[src/rtl/fsm_arb_pkg.sv]
// Shared types and default constants for the round-robin grant arbiter.
// The optional watchdog is enabled by defining FSM_ARBITER_TIMEOUT_EN.
package fsm_arb_pkg;

    typedef enum logic [1:0] {
        IDLE    = 2'b00,
        GRANT   = 2'b01,
        RELEASE = 2'b10
    } arb_state_t;

    localparam int DEF_N_REQ    = 4;
    localparam int DEF_MAX_HOLD = 16;

    // Wide enough for the largest legal MAX_HOLD (255).
    localparam int HOLD_W = 8;

endpackage

[src/rtl/fsm_arbiter_rr_pick.sv]
// Combinational round-robin picker: first set request bit scanning upward
// from last_id+1 and wrapping from N_REQ-1 back to 0.
module rr_pick
    import fsm_arb_pkg::*;
#(
    parameter  int N_REQ = DEF_N_REQ,
    localparam int ID_W  = $clog2(N_REQ)
) (
    input  logic [N_REQ-1:0] req,
    input  logic [ID_W-1:0]  last_id,
    output logic [ID_W-1:0]  winner,
    output logic             valid
);

    // cand[k] is the requester that sits k+1 places after last_id.
    logic [ID_W-1:0] cand [N_REQ];

    generate
        for (genvar gi = 0; gi < N_REQ; gi++) begin : g_cand
            logic [ID_W:0] sum;
            assign sum = {1'b0, last_id} + (ID_W+1)'(gi + 1);
            assign cand[gi] = (sum >= (ID_W+1)'(N_REQ)) ?
                              ID_W'(sum - (ID_W+1)'(N_REQ)) : sum[ID_W-1:0];
        end
    endgenerate

    // Scan from the farthest candidate down so the nearest one wins.
    always_comb begin
        valid  = 1'b0;
        winner = '0;
        for (int k = N_REQ - 1; k >= 0; k--) begin
            if (req[cand[k]]) begin
                valid  = 1'b1;
                winner = cand[k];
            end
        end
    end

endmodule

[src/rtl/fsm_arbiter.sv]
// Three-state round-robin arbiter (IDLE/GRANT/RELEASE) with registered one-hot grant.
// Define FSM_ARBITER_TIMEOUT_EN to enable the MAX_HOLD watchdog and timeout pulse.
module fsm_arbiter
    import fsm_arb_pkg::*;
#(
    parameter  int N_REQ    = DEF_N_REQ,
    parameter  int MAX_HOLD = DEF_MAX_HOLD,
    localparam int ID_W     = $clog2(N_REQ)
) (
    input  logic             clk,
    input  logic             rst,
    input  logic [N_REQ-1:0] req,
    input  logic [N_REQ-1:0] done,
    output logic [N_REQ-1:0] gnt,
    output logic [ID_W-1:0]  gnt_id,
    output logic             busy,
    output logic             timeout
);

    arb_state_t        state_reg,    state_next;
    logic [N_REQ-1:0]  gnt_reg,      gnt_next;
    logic [ID_W-1:0]   gnt_id_reg,   gnt_id_next;
    logic [ID_W-1:0]   last_id_reg,  last_id_next;
    logic [HOLD_W-1:0] hold_cnt_reg, hold_cnt_next;
`ifdef FSM_ARBITER_TIMEOUT_EN
    logic              timeout_reg,  timeout_next;
`endif

    logic [ID_W-1:0]   pick_winner;
    logic              pick_valid;
    logic              release_req;
    logic              wd_expire;
    logic              hold_at_max;

    rr_pick #(
        .N_REQ (N_REQ)
    ) u_rr_pick (
        .req     (req),
        .last_id (last_id_reg),
        .winner  (pick_winner),
        .valid   (pick_valid)
    );

    // Only the current grantee's done/req bits can end a grant.
    assign release_req = done[gnt_id_reg] | ~req[gnt_id_reg];
    assign hold_at_max = (hold_cnt_reg == HOLD_W'(MAX_HOLD - 1));

`ifdef FSM_ARBITER_TIMEOUT_EN
    assign wd_expire = hold_at_max;
`else
    assign wd_expire = 1'b0;
`endif

    always_ff @(posedge clk or negedge rst) begin
        if (!rst) begin
            state_reg    <= IDLE;
            gnt_reg      <= '0;
            gnt_id_reg   <= '0;
            last_id_reg  <= ID_W'(N_REQ - 1);
            hold_cnt_reg <= '0;
`ifdef FSM_ARBITER_TIMEOUT_EN
            timeout_reg  <= 1'b0;
`endif
        end else begin
            state_reg    <= state_next;
            gnt_reg      <= gnt_next;
            gnt_id_reg   <= gnt_id_next;
            last_id_reg  <= last_id_next;
            hold_cnt_reg <= hold_cnt_next;
`ifdef FSM_ARBITER_TIMEOUT_EN
            timeout_reg  <= timeout_next;
`endif
        end
    end

    always_comb begin
        state_next    = state_reg;
        gnt_next      = gnt_reg;
        gnt_id_next   = gnt_id_reg;
        last_id_next  = last_id_reg;
        hold_cnt_next = hold_cnt_reg;
`ifdef FSM_ARBITER_TIMEOUT_EN
        timeout_next  = 1'b0;
`endif
        case (state_reg)
            IDLE: begin
                if (pick_valid) begin
                    state_next            = GRANT;
                    gnt_next              = '0;
                    gnt_next[pick_winner] = 1'b1;
                    gnt_id_next           = pick_winner;
                    hold_cnt_next         = '0;
                end
            end
            GRANT: begin
                // A genuine release beats the watchdog, so timeout stays low then.
                if (release_req || wd_expire) begin
                    state_next   = RELEASE;
                    gnt_next     = '0;
                    last_id_next = gnt_id_reg;
`ifdef FSM_ARBITER_TIMEOUT_EN
                    timeout_next = ~release_req;
`endif
                end else if (!hold_at_max) begin
                    hold_cnt_next = hold_cnt_reg + 1'b1;
                end
            end
            RELEASE: begin
                state_next = IDLE;
            end
            default: begin
                state_next = IDLE;
                gnt_next   = '0;
            end
        endcase
    end

    always_comb begin
        gnt     = gnt_reg;
        gnt_id  = gnt_id_reg;
        busy    = (state_reg == GRANT);
`ifdef FSM_ARBITER_TIMEOUT_EN
        timeout = timeout_reg;
`else
        timeout = 1'b0;
`endif
    end

endmodule
[config.mk]
export PLATFORM = sky130hd
export DESIGN_NAME = fsm_arbiter
export DESIGN_NICKNAME = d
export VERILOG_FILES = /design/src/rtl/fsm_arb_pkg.sv /design/src/rtl/fsm_arbiter_rr_pick.sv /design/src/rtl/fsm_arbiter.sv
export SDC_FILE = /design/constraint.sdc
export NUM_CORES = 1
export LEC_CHECK = 0
export BUFFER_PORTS_ARGS = -buffer_cell sky130_fd_sc_hd__buf_2
export CAP_MARGIN = 10
export CORE_AREA = 2 2 39 41
export DETAILED_ROUTE_END_ITERATION = 7
export DIE_AREA = 0 0 41 43
export PLACE_DENSITY = 0.67
export SLEW_MARGIN = 25
export SYNTH_ARGS = -nofsm -noshare
export SYNTH_HDL_FRONTEND = slang
export SYNTH_SLANG_ARGS = --single-unit
[constraint.sdc]
create_clock -name clk -period 2.1 [get_ports clk]
set_input_delay 0.42 -clock clk [delete_from_list [all_inputs] [get_ports clk]]
set_output_delay 0.42 -clock clk [all_outputs]
set_load 0.005 [all_outputs]
* Word level (Yosys, flattened, before mapping)
Cells that the tools add are included.
** Operators by class
- Muxes and demuxes :: 32
- Equality and inequality tests :: 4
- Div/mod/pow operators :: 0
- $add $sub $neg :: 8
- Shift-type cells :: 0
- Bitwise operators :: 3
- Multiply operators :: 0
- Magnitude comparators :: 11
- Reductions and logical operators :: 6
** Operators with widths (number)
- 2-to-1 mux 2 bit :: 10
- less-than comparator 2 x 3 -> 1 bit, second input constant :: 6
- binary-select mux 1 bit (select 2 bit) :: 6
- >= comparator 3 bit, second input constant :: 4
- one-hot mux 4 bit (3 select lines) :: 1
- 2-to-1 mux 1 bit :: 11
- 2-to-1 mux 4 bit :: 2
- subtractor 2 x 1 -> 2 bit, second input constant :: 4
- adder 2 x 2 -> 3 bit, second input constant :: 2
- AND reduction 2 bit :: 3
- one-hot mux 2 bit (2 select lines) :: 1
- adder 2 x 1 -> 3 bit, second input constant :: 1
- adder 2 x 3 -> 3 bit, second input constant :: 1
- AND reduction 3 bit :: 1
- demux 1 bit (select 2 bit) :: 1
- == test 2 x 1 -> 1 bit, second input constant :: 1
- == test 2 bit, second input constant :: 1
- >= comparator 2 x 1 -> 1 bit, second input constant :: 1
- logical NOT 2 bit :: 1
- inequality test 2 x 1 -> 1 bit, second input constant :: 1
- inequality test 2 bit, second input constant :: 1
- NOT 1 bit :: 2
- logical AND 1 bit :: 1
- OR 1 bit :: 1
** Word-level totals
- Output and inout port bits :: 8
- ROM bits :: 0
- Bits in writable memories :: 0
- Flip-flop bits (word level) :: 10
- Input bits :: 10
- Latch bits :: 0
- Logic and storage cells :: 68
- Memories :: 0

* Depth between registers and ports, before layout
- Depth in word-level cells :: 15
- Depth in mapped cells :: 4
- Depth with buffers taken out :: 4

* Modules after synthesis
From an unflattened synthesis, not the netlist that was laid out.
** Unflattened totals
- Cells, all modules :: 72
- Area total of the unflattened synthesis :: 678.2 µm²
** Modules (own cells, without submodules)
- fsm_arbiter :: area an instance 586.8 µm², instances 1, cells each 58, seq. area each 252.7 µm²
- rr_pick :: area an instance 91.3 µm², instances 1, cells each 14, seq. area each 0.0 µm²

* Worst setup path before layout
No wires, ideal clock.
- Path kind :: reg2reg
- From :: reg gnt_id_reg[0], in the netlist gnt_id[0]
- To :: reg last_id_reg[0]
- Data arrival time :: 1382 ps
- Buffers on the path :: 0
- Data required time :: 2015 ps
- Period minus slack after synthesis :: 1466 ps
- Library setup time :: 85 ps
- Path slack :: 634 ps
- Stages on the path, launching flop included :: 5
- Path through :: dfrtp_1 -> and4b_1 -> nor4_4 -> nand2_2 -> mux2_1
** Between the ends
- Word-level cells in the longest chain between the ends :: 5
- Elaborated cells between the ends (all ways) :: 7
- Classes of those cells :: mux (4); bitwise (2); reduce/logical (1)
** RTL lines
- start, declared :: RTL line fsm_arbiter.sv:22 : logic [ID_W-1:0] gnt_id_reg, gnt_id_next;
- start signal, assigned :: RTL line fsm_arbiter.sv:67 : gnt_id_reg <= gnt_id_next;
- binary-select mux 1 bit (select 2 bit) :: RTL line fsm_arbiter.sv:45 : assign release_req = done[gnt_id_reg] | ~req[gnt_id_reg];
- 2-to-1 mux 1 bit (implied by the code) :: RTL line fsm_arbiter.sv:45
- NOT 1 bit :: RTL line fsm_arbiter.sv:45
- OR 1 bit :: RTL line fsm_arbiter.sv:45
- AND reduction 2 bit (no line)
- end signal, assigned :: RTL line fsm_arbiter.sv:59 : last_id_reg <= ID_W'(N_REQ - 1);
- end signal, assigned :: RTL line fsm_arbiter.sv:68 : last_id_reg <= last_id_next;
- end, declared :: RTL line fsm_arbiter.sv:23 : logic [ID_W-1:0] last_id_reg, last_id_next;
Parallel ways exist; a longest one is shown, timed or not. The select of a mux whose other input is x is not followed.
A chain may end at the register's enable or synchronous reset.

* Final worst setup path
Same ends and word-level chain as after synthesis.

==> impl_metrics.ini <==
[status]
status = finished, final reports clean

[floorplanning]
dieArea_mm2 = 0.00176
num_io_pins = 18
core_area_mm2 = 0.00138
die_y_um = 43
num_rows = 14
die_x_um = 41
start_util_pct = 40.0

[timing]
worst_pin_slew_ns = 0.502
relSlewSlack_pct = 66.3
finalCriticalPeriod_ns = 1.59
period_share_pct = 75.6
finalSetupTns_ns = 0
rsz0062_at_grt = false
slew_violations = 0
setup_viol = 0
fmax_mhz = 630
clock_skew_ns = 0.00912
layout_setup_ws_ns = 0.513
final-hold-violation-count = 0

[cells_and_area]
final_util_pct = 49.3
drive_gt1_share_pct = 34.3
layout_common_cells = buf_2 (16), dfrtp_1 (8), o2bb2ai_1 (4)
mostFrequentLayoutCell = buf_2
largest_register_ffs = 4
antenna_cells = 0
area_delta_synth_final_pct = 23.3
final_nets = 81

[synthesis]
synth_top_family_by_area = simple AND/OR/NAND/NOR gates
yosysSeqAreaShare_pct = 45.7
synth_adder_area_share_pct = 0
synthMuxAreaShare_pct = 5.88
synth_simple_gate_area_share_pct = 24.4
yosys-top-cells-area = dfrtp_1 (36%), dfstp_2 (9.5%), o2bb2ai_1 (6.3%)
yosysTopAreaCell = dfrtp_1
ys_warn_count = 0
synth_area_per_cell_um2 = 11.1
ys_ff_latch = 10
synth_cell_types = 28
synth_area_um2 = 553
synth-xor-area-share_pct = 0
synth-compound-area-share_pct = 19.9
synth_cells = 50
synth_top_cell_area_share_pct = 36.2
syn_nets = 60

[cts]
cts_tree = done
cts_root_buffer = clkbuf_4
cts_setup_buffers = 0
cts_made_buffers = 3
cts.clk_slew.worst_paths_ns = 0.07
htreeDepth = 1
cts_buffer_depth = 2
clock_sink_count = 10
clock_latency_ns = 0.26
hold_buffers = 0
cts_resized = 0

[critical_path]
cp_slowest_cell = dfrtp_1
cp.arrival_ns = 1.76
worst_path_largest_cell_delay_ns = 0.45
cp_max_fo = 7
cp-start-kind = flip-flop
path_class = reg -> reg
endpoint_kind = flip-flop
crit_chain = and4b_1 > nor4_4 > nand2_2 > mux2_1
required_ns = 2.28

[global_routing]
grt_pass1_wl_um = 1730
antenna_found_initial = 0
grt_use_total_pct = 14.7
grt_start_max_net_pins = 11
grt-ovfl-total = 0
grt_pass1_vias = 422

[power]
peakVddDrop_uv = 517
p_leak_nw = 0.328
total_power_mw = 0.901
power_density_mw_per_mm2 = 1320

[routing]
firstDrtPassIters = 4
drt_iter0_markers = 8
wl_per_cell_um = 12.4
routed_wl_um = 1070
vias_per_cell = 5.20
vias = 447
antenna_left = 0
drc = 0

[hold_path]
min_path_type = reg -> reg

[place]
portBuffers = 16
dp_slack_ns = 0.463
hpwlAfterDp_um = 855
gp_congestion = 0.751

[run]
maxCapViolations = 0
==> worst max-delay path: cells and delay by family, from the launching register on <==
kind,cells,cell delay (ns)
and+or+nand+nor,3,0.72
DFF,1,0.45
muxes,1,0.32
==> final cells by class <==
type / instances / area [um^2]
clock buffers: 4 / 26.3
fillers: 140 / 702
inverters: 3 / 11.3
multi-input cells: 36 / 282
flip-flops and latches: 10 / 253
well taps: 16 / 20.0
repair buffers: 17 / 90.1
==> Yosys cell counts <==
cell type,n
o2bb2ai_1,4
o22ai_1,1
nor4b_2,1
mux2_1,2
nand2b_1,3
and4b_1,1
a21boi_0,1
a21oi_1,3
nor4_4,1
o21ai_1,1
o22a_1,1
or4_1,1
nor2b_1,1
inv_1,3
buf_4,1
dfrtp_1,8
a211oi_1,1
o21bai_1,1
and4bb_1,2
nor3_1,1
and3b_1,1
o21ai_0,2
mux2i_1,1
o21a_1,1
dfstp_2,2
conb_1,1
nand2_2,1
nor2_1,3
==> metrics by stage <==
step / std cells / hold WS [ns] / cell area (um^2)
after floorplan: 50 / 0.124 / 553
after detailed placement: 81 / 0.287 / 646
final: 86 / 0.484 / 682
after CTS: 85 / 0.00240 / 672
after global routing: 86 / 0.515 / 682
after global placement: 81 / 0.284 / 646
==> kinds of logic (layout without fill, tap and decap cells) <==
| group | count (synthesis) | after routing |
|---|---|---|
| AND/OR/NAND/NOR | 16 | 16 |
| multiplexers | 3 | 3 |
| other | 1 | 1 |
| buffers and inverters | 4 | 24 |
| flip-flops | 10 | 10 |
| AO/OA/AOI/OAI | 16 | 16 |
==> per-layer routing <==
metal | vias up | track usage (%) | share of wire, %
li1 | 227 | - | -
met1 | 209 | 20.1 | 48
met2 | 11 | 20.9 | 47
met3 | 0 | 3.14 | 4.4
met4 | 0 | 8.00 | 0
met5 | - | 0 | 0
==> where the power goes <==
group | switching [mW] | internal, mW | total (mW)
clock | 0.0606 | 0.0731 | 0.134
sequential | 0.0955 | 0.302 | 0.397
combinational | 0.180 | 0.190 | 0.370
==> path summary, 6_finish.rpt <==
path	from	endpoint	slack [ns]	depth (start not counted)
min in group asynchronous	rst	gnt[2]	0.54	2
max in group asynchronous	rst	last_id_reg[1]	1.30	2
worst max-delay path	gnt_id[0]	last_id_reg[0]	0.51	4
worst min-delay path	gnt[0]	gnt[0]	0.48	1
worst max register to register	gnt_id[0]	last_id_reg[0]	0.51	4
worst min register to register	gnt[0]	gnt[0]	0.48	1
Power figures use the tool's default switching activity.
